===== config.mk =====
export PLATFORM = sky130hd
export DESIGN_NAME = sum_accumulator
export DESIGN_NICKNAME = d
export VERILOG_FILES = /design/src/rtl/sum_accumulator.sv
export SDC_FILE = /design/constraint.sdc
export NUM_CORES = 1
export LEC_CHECK = 0
export CAP_MARGIN = 20
export CORE_UTILIZATION = 40
export DETAILED_ROUTE_END_ITERATION = 7
export PLACE_DENSITY = 0.66
export SYNTH_ARGS = -nofsm -noshare
export SYNTH_HDL_FRONTEND = slang
export SYNTH_SLANG_ARGS = --single-unit

===== constraint.sdc =====
create_clock -name clk -period 1.8 [get_ports clk]
set_input_delay 0.36 -clock clk [delete_from_list [all_inputs] [get_ports clk]]
set_output_delay 0.36 -clock clk [all_outputs]
set_load 0.005 [all_outputs]

===== src/rtl/sum_accumulator.sv =====
// sum_accumulator: collects COUNT unsigned operands per frame into a
// WIDTH-bit modular sum with a sticky carry-out flag, then holds the result
// until the consumer takes it.
module sum_accumulator #(
    parameter int WIDTH = 5,
    parameter int COUNT = 4
) (
    input  logic             clk,
    input  logic             reset,
    input  logic             clr,
    input  logic             in_valid,
    input  logic [WIDTH-1:0] in_data,
    output logic             in_ready,
    output logic             out_valid,
    input  logic             out_ready,
    output logic [WIDTH-1:0] sum_out,
    output logic             ovf
);

    // Counter must be able to represent COUNT itself (up to 255).
    localparam int CNT_W = $clog2(COUNT + 1);
    localparam logic [CNT_W-1:0] CNT_LAST = CNT_W'(COUNT);
    localparam logic [CNT_W-1:0] CNT_ONE  = CNT_W'(1);

    typedef enum logic [1:0] {
        IDLE = 2'd0,
        ACC  = 2'd1,
        HOLD = 2'd2
    } state_t;

    state_t             state_q, state_d;
    logic [WIDTH-1:0]   sum_q, sum_d;
    logic               ovf_q, ovf_d;
    logic [CNT_W-1:0]   cnt_q, cnt_d;
    logic [CNT_W-1:0]   cnt_inc;
    logic [WIDTH:0]     add_full;
    logic               accept;

    // Handshake flags depend on state only, so no input-to-output path exists.
    assign in_ready  = (state_q != HOLD);
    assign out_valid = (state_q == HOLD);
    assign accept    = in_valid && in_ready;

    // One extra bit captures the carry-out of the running add.
    assign add_full  = {1'b0, sum_q} + {1'b0, in_data};
    assign cnt_inc   = cnt_q + CNT_ONE;

    assign sum_out   = sum_q;
    assign ovf       = ovf_q;

    // Next-state and datapath update; clr overrides every other input.
    always_comb begin
        state_d = state_q;
        sum_d   = sum_q;
        ovf_d   = ovf_q;
        cnt_d   = cnt_q;
        if (clr) begin
            state_d = IDLE;
            sum_d   = '0;
            ovf_d   = 1'b0;
            cnt_d   = '0;
        end else begin
            case (state_q)
                IDLE: begin
                    // First operand of a frame replaces the previous result.
                    if (accept) begin
                        sum_d   = in_data;
                        ovf_d   = 1'b0;
                        cnt_d   = CNT_ONE;
                        state_d = (COUNT == 1) ? HOLD : ACC;
                    end
                end
                ACC: begin
                    if (accept) begin
                        sum_d = add_full[WIDTH-1:0];
                        ovf_d = ovf_q | add_full[WIDTH];
                        cnt_d = cnt_inc;
                        if (cnt_inc == CNT_LAST) begin
                            state_d = HOLD;
                        end
                    end
                end
                HOLD: begin
                    // Result stays visible after hand-off until the next frame starts.
                    if (out_ready) begin
                        state_d = IDLE;
                        cnt_d   = '0;
                    end
                end
                default: begin
                    state_d = IDLE;
                    cnt_d   = '0;
                end
            endcase
        end
    end

    // State registers with asynchronous active-low clear.
    always_ff @(posedge clk or negedge reset) begin
        if (!reset) begin
            state_q <= IDLE;
            sum_q   <= '0;
            ovf_q   <= 1'b0;
            cnt_q   <= '0;
        end else begin
            state_q <= state_d;
            sum_q   <= sum_d;
            ovf_q   <= ovf_d;
            cnt_q   <= cnt_d;
        end
    end

endmodule


Word level (Yosys, flattened, before mapping) --
Index checks and enable logic that the tools add are counted.
Word-level totals: register bits after elaboration 11, input bits 10, output and inout bits 8
Operators by class: mux-type cells 19, bitwise logic cells 1, $add $sub $neg 2, reductions and logical operators 6, equality and inequality tests 8
Operator list (number):
- 5-bit two-way mux | 3
- 3-bit two-way mux | 4
- 2-bit two-way mux | 5
- 5-bit case mux with 2 select lines | 1
- 3-bit != test, second input constant | 3
- 3-bit case mux with 3 select lines | 1
- 5-bit by 5-bit adder with 6-bit output | 1
- 2-bit case mux with 3 select lines | 1
- 3-bit AND reduction | 2
- 4-bit AND reduction | 1
- 3-bit by 1-bit adder with 3-bit output, second input constant | 1
- 3-bit equality test, second input constant | 1
- 1-bit two-way mux | 3
- 3-bit by 2-bit != test with 1-bit output, second input constant | 1
- 3-bit nonzero test | 1
- 2-bit by 1-bit equality test with 1-bit output, second input constant | 1
- 2-bit equality test, second input constant | 1
- 2-bit zero test | 1
- 2-bit != test, second input constant | 1
- 1-bit case mux with 2 select lines | 1
- 1-bit logical AND | 1
- 1-bit bitwise OR | 1

Depth between registers and ports, before layout --
Gate-level depths: netlist (run 1).
depth after elaboration 6, depth in mapped cells 6, depth with buffers taken out 6

Worst setup path before layout (run 1) --
No wires, ideal clock.
kind reg2reg, from reg sum_q[0], in the netlist sum_out[0], to reg sum_q[4], in the netlist sum_out[4], clock period less this slack 1.660 ns, data required time 1.665 ns, slack 0.140 ns, arrival time 1.525 ns, stages on the path, launching flop included 7, cells stage by stage dfrtp_1 -> ha_1 -> fa_1 -> a21o_1 -> a21oi_1 -> xor2_1 -> o22ai_1
On the way: cells in the longest elaborated chain, start to end 4
Ends and longest elaborated chain:
- start: declaration | line 32 | logic [WIDTH-1:0] sum_q, sum_d;
- start signal: assignment | line 107 | sum_q <= sum_d;
- 5-bit by 5-bit adder with 6-bit output | line 45 | assign add_full = {1'b0, sum_q} + {1'b0, in_data};
- 5-bit two-way mux | line 74 | if (accept) begin
- 5-bit case mux with 2 select lines | line 63 | case (state_q)
- 5-bit two-way mux | line 57 | if (clr) begin
Every way passes these cells. The select of a mux whose other input is x is not followed. A chain may end at the register's enable or synchronous reset.

Worst setup path after layout (run 1) --
from in in_data[0], to reg sum_q[4], in the netlist sum_out[4]
On the way: cells in the longest elaborated chain, start to end 4
Ends and longest elaborated chain:
- start: declaration | line 12 | input logic [WIDTH-1:0] in_data,
- 5-bit by 5-bit adder with 6-bit output | line 45
- 5-bit two-way mux | line 74
- 5-bit case mux with 2 select lines | line 63
- 5-bit two-way mux | line 57
Every way passes these cells. The select of a mux whose other input is x is not followed.

==> results of run 1 <==
[worst paths after layout]
kind | start | endpoint | slack, ns | cells past startpoint
max in group asynchronous | reset | cnt_q[2]$_DFFE_PN0P_ | 1.01 | 1
min | reset | sum_out[3]$_DFFE_PN0P_ | 0.43 | 1
max reg2reg | sum_out[0]$_DFFE_PN0P_ | sum_out[4]$_DFFE_PN0P_ | 0.20 | 6
min in group clk | cnt_q[1]$_DFFE_PN0P_ | cnt_q[1]$_DFFE_PN0P_ | 0.52 | 2
min reg2reg | cnt_q[1]$_DFFE_PN0P_ | cnt_q[1]$_DFFE_PN0P_ | 0.52 | 2
max | in_data[0] | sum_out[4]$_DFFE_PN0P_ | 0.07 | 7
[where the power goes]
group	switching, mW	internal (mW)	total, mW	leakage [nW]
clock	0.0865	0.0857	0.172	0.0150
combinational	0.0743	0.0930	0.167	0.336
sequential	0.0120	0.261	0.273	0.147
total	0.173	0.440	0.612	0.497
[registers in the layout, summed over array words and instances (netlist names)]
signal,cells
cnt_q,3
ovf,1
state_q,2
sum_out,5
[logic make-up (layout without fill, tap and decap cells)]
logic type | count (synthesis) | in the layout | share of synthesized area
compound gates | 22 | 22 | 0.198
xor+xnor | 2 | 2 | 0.0230
fa+ha+maj | 8 | 8 | 0.141
buf+inv | 4 | 32 | 0.0344
flops | 11 | 11 | 0.361
mux | 4 | 4 | 0.0525
simple gates | 28 | 28 | 0.190
[worst register-to-register path, cell delays in order, from the launching register on]
cell	delay, ns
dfrtp_1	0.40
ha_2	0.19
fa_2	0.34
a21o_1	0.18
a21oi_2	0.14
xor2_1	0.15
o22ai_1	0.09
[cells in the mapped netlist, drive strengths merged, types with 3 or more instances]
master  instances  area [um^2]
o21ai           4         20.0
a21oi           7         46.3
mux2i           4         40.0
a211oi          3         22.5
nand2           7         26.3
nor2            7         26.3
ha              7         87.6
dfrtp          11          275
nand2b          5         31.3
[cell usage in the layout, fill, tap and decap left out, types with 2 or more instances in the layout]
cell	netlist	layout
clkdlybuf4s50_1	0	16
dfrtp_1	11	11
buf_4	1	10
nand2_1	7	7
nor2_1	7	7
ha_1	7	6
nand2b_1	5	5
a21oi_1	6	5
mux2i_1	4	4
o21ai_0	3	3
a211oi_1	3	3
clkbuf_4	0	3
a21o_1	2	2
nor3b_1	2	2
xor2_1	2	2
nor3_1	2	2
[cell type report]
| cell class | count | share of cell area |
|---|---|---|
| Clock buffer | 4 | 0.0249 |
| Multi-Input combinational cell | 64 | 0.446 |
| Timing Repair Buffer | 27 | 0.235 |
| Sequential cell | 11 | 0.261 |
| Tap cell | 25 | 0.0297 |
| Inverter | 1 | 0.00356 |
[layer usage]
layer | vias up | routed length [um] | track usage
li1 | 344 | - | -
met1 | 317 | 753 | 0.249
met2 | 15 | 727 | 0.269
met3 | 2 | 76 | 0.0357
met4 | 0 | 11 | 0.0727
met5 | - | 0 | 0
[per-stage QoR]
stage	util	std cells	area (um^2)
after floorplan	-	79	763
after global routing	0.598	132	1050
final	0.598	132	1050
after CTS	0.595	132	1050
after detailed placement	0.577	128	1020
after global placement	0.577	128	1020
==> results.txt, run 1 <==
Pwr/cell area: 581 nW/um^2
Area delta synth->final: 38.2%
Mapped Area: 763 um^2
RSZ-0062 raised after global routing: false
Crit-path max FO: 2
CTS Buf Count: 3
DR WL/cell: 11.9 um
GRT Util Overall: 0.179
Setup Skew: 0.00749 ns
CP max-delay cell: clkdlybuf4s50_1
Design Power: 612 uW
Pin count of the biggest net entering global routing: 12
Period utilization: 0.961
Worst setup slack after layout: 0.0704 ns
Peak supply drop: 387 uV
Final nets: 126
Global placement routability congestion: 0.746
Post-Syn Instances: 79
Register Area: 275 um^2
H-tree Lvls: 1
Post-CTS setup buffers: 0
Crit end category: flop
Slew Limit Fails: 0
Hold Path Class: primary input to asynchronous set/reset pin
Top delay family on crit path: adder cells
Ant diodes: 0
Top_reg_cell synth: dfrtp_1
Cell Chain, Critical Path: clkdlybuf4s50_1, ha_2, fa_2, a21o_1, a21oi_2, xor2_1, o22ai_1
Clock sinks: 11
Post-synth EDFFs: 0
First-pass GRT wire length: 2600 um
Die extent in x: 45.7 um
# Max-Cap Violations: 0
Worst Path Required: 1.96 ns
Arr. time, crit path: 1.89 ns
Port Buffers: 17
DP HPWL: 1170 um
CP Launch Type: primary input
CTS max path bufs: 2
Skew-Pair Late Insertion Delay: 0.27 ns
Row cnt: 15
Max Fclk: 578 MHz
Hold_buf cts: 0
Initial Utilization: 0.433
Post-DRT Antenna Nets: 0
Slowest stage delay, CP: 0.42 ns
Share of layout cells above drive strength 1: 0.178
Critical path type: primary input to flop
Final setup vio count: 0
Post-CTS resize count: 2
Pre-CTS setup slack: -0.315 ns
Pleak: 0.497 nW
Detailed Routing Iterations Pass 1: 4
Avg Inst Size Synth: 9.66 um^2
Clk root buf: clkbuf_4
Die height: 45.7 um
Worst relative slew slack: 0.649
Share of flip-flops with an asynchronous set or reset: 1.00
Sequential-to-total area share from yosys stat: 0.361
Post-Route Setup TNS: 0 ns
Die area: 2090 um^2
DR DRC count: 0
Hold Vio Cnt, Final: 0
Yosys warning count: 0
Vias per cell: 5.14
Worst Hold Margin: 0.430 ns
Synth cell types: 31
CTS tree: yes
Clock Pin Slew Worst Setup and Hold Paths: 0.08 ns
GRT overflow: 0
Final worst path period need: 1.73 ns
Via count: 678
FF+latch count, synth: 11
Violation count after the first detailed-route iteration: 7
Number of antenna violations at the first check in global routing: 0
Outcome: complete, no violations
Syn Nets: 97
Area of the multi-input gates: 470 um^2
Vias in the first global route: 636
Tightest Pin Transition: 0.524 ns
Fill cell count: 167
Core area: 1760 um^2
Ports: 18
Routed WL: 1570 um
Buf/Inv on CP: 1
Note: power is estimated with default switching activity, not from simulation.
==> run 2: changes to the inputs <==
--- a/config.mk
+++ b/config.mk
@@ -8,7 +8,7 @@
 export CAP_MARGIN = 20
 export CORE_UTILIZATION = 40
 export DETAILED_ROUTE_END_ITERATION = 7
-export PLACE_DENSITY = 0.66
+export PLACE_DENSITY = 0.69
 export SYNTH_ARGS = -nofsm -noshare
 export SYNTH_HDL_FRONTEND = slang
 export SYNTH_SLANG_ARGS = --single-unit
==> constraint.sdc (replaced) <==
create_clock -name clk -period 1.5 [get_ports clk]
set_input_delay 0.3 -clock clk [delete_from_list [all_inputs] [get_ports clk]]
set_output_delay 0.3 -clock clk [all_outputs]
set_load 0.005 [all_outputs]
==> results.txt, run 2 (synthesized netlist as in run 1, its figures left out) <==
Clock share of power: 0.280
R2R cell count: 6
CTS Buf Count: 3
Layout Cells excl Fill: 138
DR WL/cell: 13.0 um
Clock sinks: 11
Tightest Pin Transition: 0.258 ns
Max reg flops: 5
Via count: 713
Seq pwr share: 0.428
Max Fclk: 623 MHz
Hold Path Class: primary input to asynchronous set/reset pin
Period utilization: 1.07
Detailed Routing Iterations Pass 1: 4
Outcome: complete, but fails checks
Hold Vio Cnt, Final: 0
Final Util: 0.635
Cell Area, Placed: 1050 um^2
Violation count after the first detailed-route iteration: 4
Crit-path max FO: 2
Setup Skew: 0.00180 ns
Skew-Pair Late Insertion Delay: 0.27 ns
Post-DRT Antenna Nets: 0
Number of antenna violations at the first check in global routing: 0
Slew Limit Fails: 0
Reg-to-Reg Start: sum_out[0]$_DFFE_PN0P_
Hold_buf cts: 0
Global placement routability congestion: 0.666
Final setup vio count: 3
Vias per cell: 5.17
Area delta synth->final: 46.7%
Int Power: 540 uW
Failing checks: setup timing
GRT overflow: 0
DP HPWL: 1320 um
Logic pwr share: 0.292
Reg-to-reg endpoint: sum_out[2]$_DFFE_PN0P_
Critical path type: flop to flop
# Max-Cap Violations: 0
Sw Ratio: 0.295
First-pass GRT wire length: 2910 um
RSZ-0062 raised after global routing: true
Worst setup slack after layout: -0.106 ns
Port Buffers: 17
Peak supply drop: 452 uV
DR DRC count: 0
Final nets: 132
Design area: 1120 um^2
Switching pwr: 226 uW
Die height: 45.7 um
Core area: 1760 um^2
Die area: 2090 um^2
Worst R2R Setup Slack: -0.11 ns
Routed WL: 1800 um
Ports: 18
CP Launch Type: flop
Pin count of the biggest net entering global routing: 12
Most frequent cells in the layout: buf_4 (14), dfrtp_1 (11), clkdlybuf4s50_1 (9), nand2_1 (7), nor2_1 (7)
GRT Util Overall: 0.203
Most common cell after layout, fill and taps aside: buf_4
Pleak: 0.540 nW
Arr. time, crit path: 1.76 ns
CP max-delay cell: dfrtp_1
Crit end category: flop
CTS tree: yes
Worst Hold Margin: 0.319 ns
CTS max path bufs: 2
Slowest stage delay, CP: 0.39 ns
Row cnt: 15
Clk root buf: clkbuf_4
H-tree Lvls: 1
Worst relative slew slack: 0.826
Post-Place Cells: 131
Share of layout cells above drive strength 1: 0.248
Cell Chain, Critical Path: ha_2, fa_2, buf_6, xor2_1, o211ai_1, a21oi_1
Vias in the first global route: 685
Pwr/cell area: 684 nW/um^2
Ant diodes: 0
Worst Path Required: 1.66 ns
Final worst path period need: 1.61 ns
Die extent in x: 45.7 um
Initial Utilization: 0.433
Clock Pin Slew Worst Setup and Hold Paths: 0.08 ns
==> run 2: cell types whose count changed in the layout (fill, tap and decap cells not counted), moves of 2 or more <==
| cell | previous run | this run |
|---|---|---|
| dlygate4sd2_1 | 0 | 6 |
| buf_4 | 10 | 14 |
| clkdlybuf4s50_1 | 16 | 9 |
| buf_6 | 0 | 2 |
==> run 2: how the worst max path moves through the flow <==
stage | startpoint | endpoint | slack, ns
finish | sum_out[0]$_DFFE_PN0P_ | sum_out[2]$_DFFE_PN0P_ | -0.11
global route | sum_out[0]$_DFFE_PN0P_ | sum_out[4]$_DFFE_PN0P_ | -0.17
CTS | sum_out[0]$_DFFE_PN0P_ | sum_out[2]$_DFFE_PN0P_ | -0.12
detailed placement | in_data[0] | sum_out[4]$_DFFE_PN0P_ | -0.46
global placement | in_data[0] | sum_out[4]$_DFFE_PN0P_ | -0.45
floorplan | sum_out[0]$_DFFE_PN0P_ | sum_out[4]$_DFFE_PN0P_ | -0.07
==> run 2: what timing repair did <==
item	CTS	global route
resized for setup	10	5
pin swaps	8	7
setup buffers	2	1
setup endpoints to repair	8	8
==> run 2: metrics by stage <==
step	total power, mW	TNS [ns]	worst slack [ns]
6_report	0.766	-0.223	-0.106
5_1_grt	0.811	-0.422	-0.167
4_1_cts	0.769	-0.237	-0.120
3_5_place_dp	0.544	-2.38	-0.464
3_3_place_gp	0.538	-2.14	-0.453
2_1_floorplan	0.436	-0.0705	-0.0705
==> run 2: critical path, delay by kind of cell (launching register included) <==
| kind | cells | cell delay, ns |
|---|---|---|
| DFF | 1 | 0.39 |
| adders and majority gates | 2 | 0.54 |
| AOI/OAI and AO/OA | 2 | 0.28 |
| xor gates and xnor gates | 1 | 0.15 |
| buffers and inverters | 1 | 0.12 |
==> run 2: routing by layer <==
metal  vias up  global-route usage  part of all wire
met5         -                   0                 0
met4         0              0.0909            0.0067
met3         2              0.0516             0.035
met2        13               0.343              0.51
met1       343               0.240              0.45
li1        355                   -                 -
==> run 2: area by class of cell <==
type                            count  area (um^2)
Inverter                            1         3.75
Fill cell                         168          644
Multi-Input combinational cell     64          490
Clock buffer                        4         26.3
Timing Repair Buffer               33          293
Sequential cell                    11          275
Tap cell                           25         31.3
==> run 2: power groups by stage <==
stage,Clock (mW),Sequential [mW],Combinational (mW)
4_1_cts,0.221,0.328,0.220
2_1_floorplan,0,0.333,0.104
3_5_place_dp,0,0.335,0.210
3_3_place_gp,0,0.334,0.205
6_report,0.214,0.328,0.224
5_1_grt,0.233,0.331,0.247
==> run 3: changes to the inputs <==
--- a/config.mk
+++ b/config.mk
@@ -5,10 +5,10 @@
 export SDC_FILE = /design/constraint.sdc
 export NUM_CORES = 1
 export LEC_CHECK = 0
-export CAP_MARGIN = 20
-export CORE_UTILIZATION = 40
+export CAP_MARGIN = 10
+export CORE_UTILIZATION = 43
 export DETAILED_ROUTE_END_ITERATION = 7
-export PLACE_DENSITY = 0.69
+export PLACE_DENSITY_LB_ADDON = 0.12
 export SYNTH_ARGS = -nofsm -noshare
 export SYNTH_HDL_FRONTEND = slang
 export SYNTH_SLANG_ARGS = --single-unit
==> results.txt, run 3 (synthesized netlist as in run 1, its figures left out) <==
Hold Vio Cnt, Final: 0
Slowest stage delay, CP: 0.38 ns
Crit-path max FO: 2
DP HPWL: 1300 um
CP Launch Type: flop
Tightest Pin Transition: 0.262 ns
Clk root buf: clkbuf_4
Design area: 1200 um^2
Clock Pin Slew Worst Setup and Hold Paths: 0.08 ns
GRT Util Overall: 0.199
Worst Hold Margin: 0.339 ns
Skew-Pair Late Insertion Delay: 0.27 ns
Routed WL: 1880 um
Post-DRT Antenna Nets: 0
Initial Utilization: 0.484
CTS max path bufs: 2
Final setup vio count: 2
H-tree Lvls: 1
Row cnt: 14
Arr. time, crit path: 1.77 ns
CTS Buf Count: 3
Pwr/cell area: 650 nW/um^2
Violation count after the first detailed-route iteration: 7
Final worst path period need: 1.63 ns
Worst Path Required: 1.64 ns
Top delay family on crit path: adder cells
CTS tree: yes
Post-Route Setup TNS: -0.239 ns
Hold_buf cts: 0
Ant diodes: 0
Max Fclk: 614 MHz
# Max-Cap Violations: 0
Max reg flops: 5
Detailed Routing Iterations Pass 1: 4
GRT overflow: 0
Slew Limit Fails: 0
Die extent in x: 44.1 um
Fill cell count: 119
Ports: 18
Setup Skew: 0.00860 ns
CP max-delay cell: dfrtp_1
Crit end category: flop
Pin count of the biggest net entering global routing: 12
Period utilization: 1.09
Area delta synth->final: 57.9%
Post-Place Cells: 124
Peak supply drop: 698 uV
Final nets: 140
Cell Chain, Critical Path: ha_2, fa_2, buf_6, xor2_1, o211ai_1, a21oi_1
Hold Path Class: primary input to asynchronous set/reset pin
Die height: 44.1 um
Clock sinks: 11
Number of antenna violations at the first check in global routing: 0
RSZ-0062 raised after global routing: true
Worst setup slack after layout: -0.128 ns
Pleak: 0.595 nW
Buf/Inv on CP: 1
Port Buffers: 17
Critical path type: flop to flop
DR DRC count: 0
Failing checks: setup timing
Outcome: complete, but fails checks
Most common cell after layout, fill and taps aside: buf_4
Cell Area, Placed: 1050 um^2
DR WL/cell: 13.7 um
First-pass GRT wire length: 2970 um
Worst relative slew slack: 0.825
Vias per cell: 5.45
Vias in the first global route: 689
Core area: 1580 um^2
Via count: 747
Share of layout cells above drive strength 1: 0.331
Most frequent cells in the layout: buf_4 (20), dfrtp_1 (11), clkdlybuf4s50_1 (9), nor2_1 (7), dlygate4sd2_1 (7)
Layout Cells excl Fill: 137
Die area: 1950 um^2
Global placement routability congestion: 0.815
[run 3: path summary, 6_finish.rpt]
| path | startpoint | endpoint | slack (ns) | cells past startpoint |
|---|---|---|---|---|
| max | sum_out[0]$_DFFE_PN0P_ | sum_out[2]$_DFFE_PN0P_ | -0.13 | 6 |
| min | reset | state_q[1]$_DFFE_PN0P_ | 0.34 | 2 |
| max reg2reg | sum_out[0]$_DFFE_PN0P_ | sum_out[2]$_DFFE_PN0P_ | -0.13 | 6 |
| min reg2reg | cnt_q[1]$_DFFE_PN0P_ | cnt_q[1]$_DFFE_PN0P_ | 0.52 | 2 |
| max in group asynchronous | reset | sum_out[1]$_DFFE_PN0P_ | 1.00 | 2 |
| min in group clk | cnt_q[1]$_DFFE_PN0P_ | cnt_q[1]$_DFFE_PN0P_ | 0.52 | 2 |
[run 3: timing repair]
action,in CTS,in global routing
pin swaps,10,10
gates resized for setup,14,11
endpoints found under the setup margin,10,7
setup buffers,5,5
[run 3: area by class of cell]
type / instances / area, um^2 / area share
well taps: 16 / 20.0 / 0.0166
multi-input cells: 64 / 523 / 0.434
clock buffers: 4 / 26.3 / 0.0218
inverters: 1 / 3.75 / 0.00312
repair buffers: 41 / 357 / 0.296
flip-flops and latches: 11 / 275 / 0.228
[run 3: routing by layer]
layer | vias to the layer above | routed length (um) | track usage
met5 | - | 0 | 0
met4 | 0 | 12 | 0
met3 | 2 | 57 | 0.0245
met2 | 15 | 983 | 0.350
met1 | 361 | 829 | 0.279
li1 | 369 | - | -
[run 3: stage by stage]
stage | setup slack [ns] | util | power [mW]
after floorplan | -0.0705 | - | 0.436
after global placement | -0.445 | 0.667 | 0.543
after detailed placement | -0.477 | 0.667 | 0.548
after CTS | -0.138 | 0.721 | 0.773
after global routing | -0.194 | 0.764 | 0.825
final | -0.128 | 0.764 | 0.784
[run 3: power breakdown]
part	internal [mW]	switching, mW	leakage, nW
clock network	0.103	0.106	0.0150
registers	0.313	0.0143	0.147
logic	0.140	0.108	0.434
total	0.555	0.228	0.595
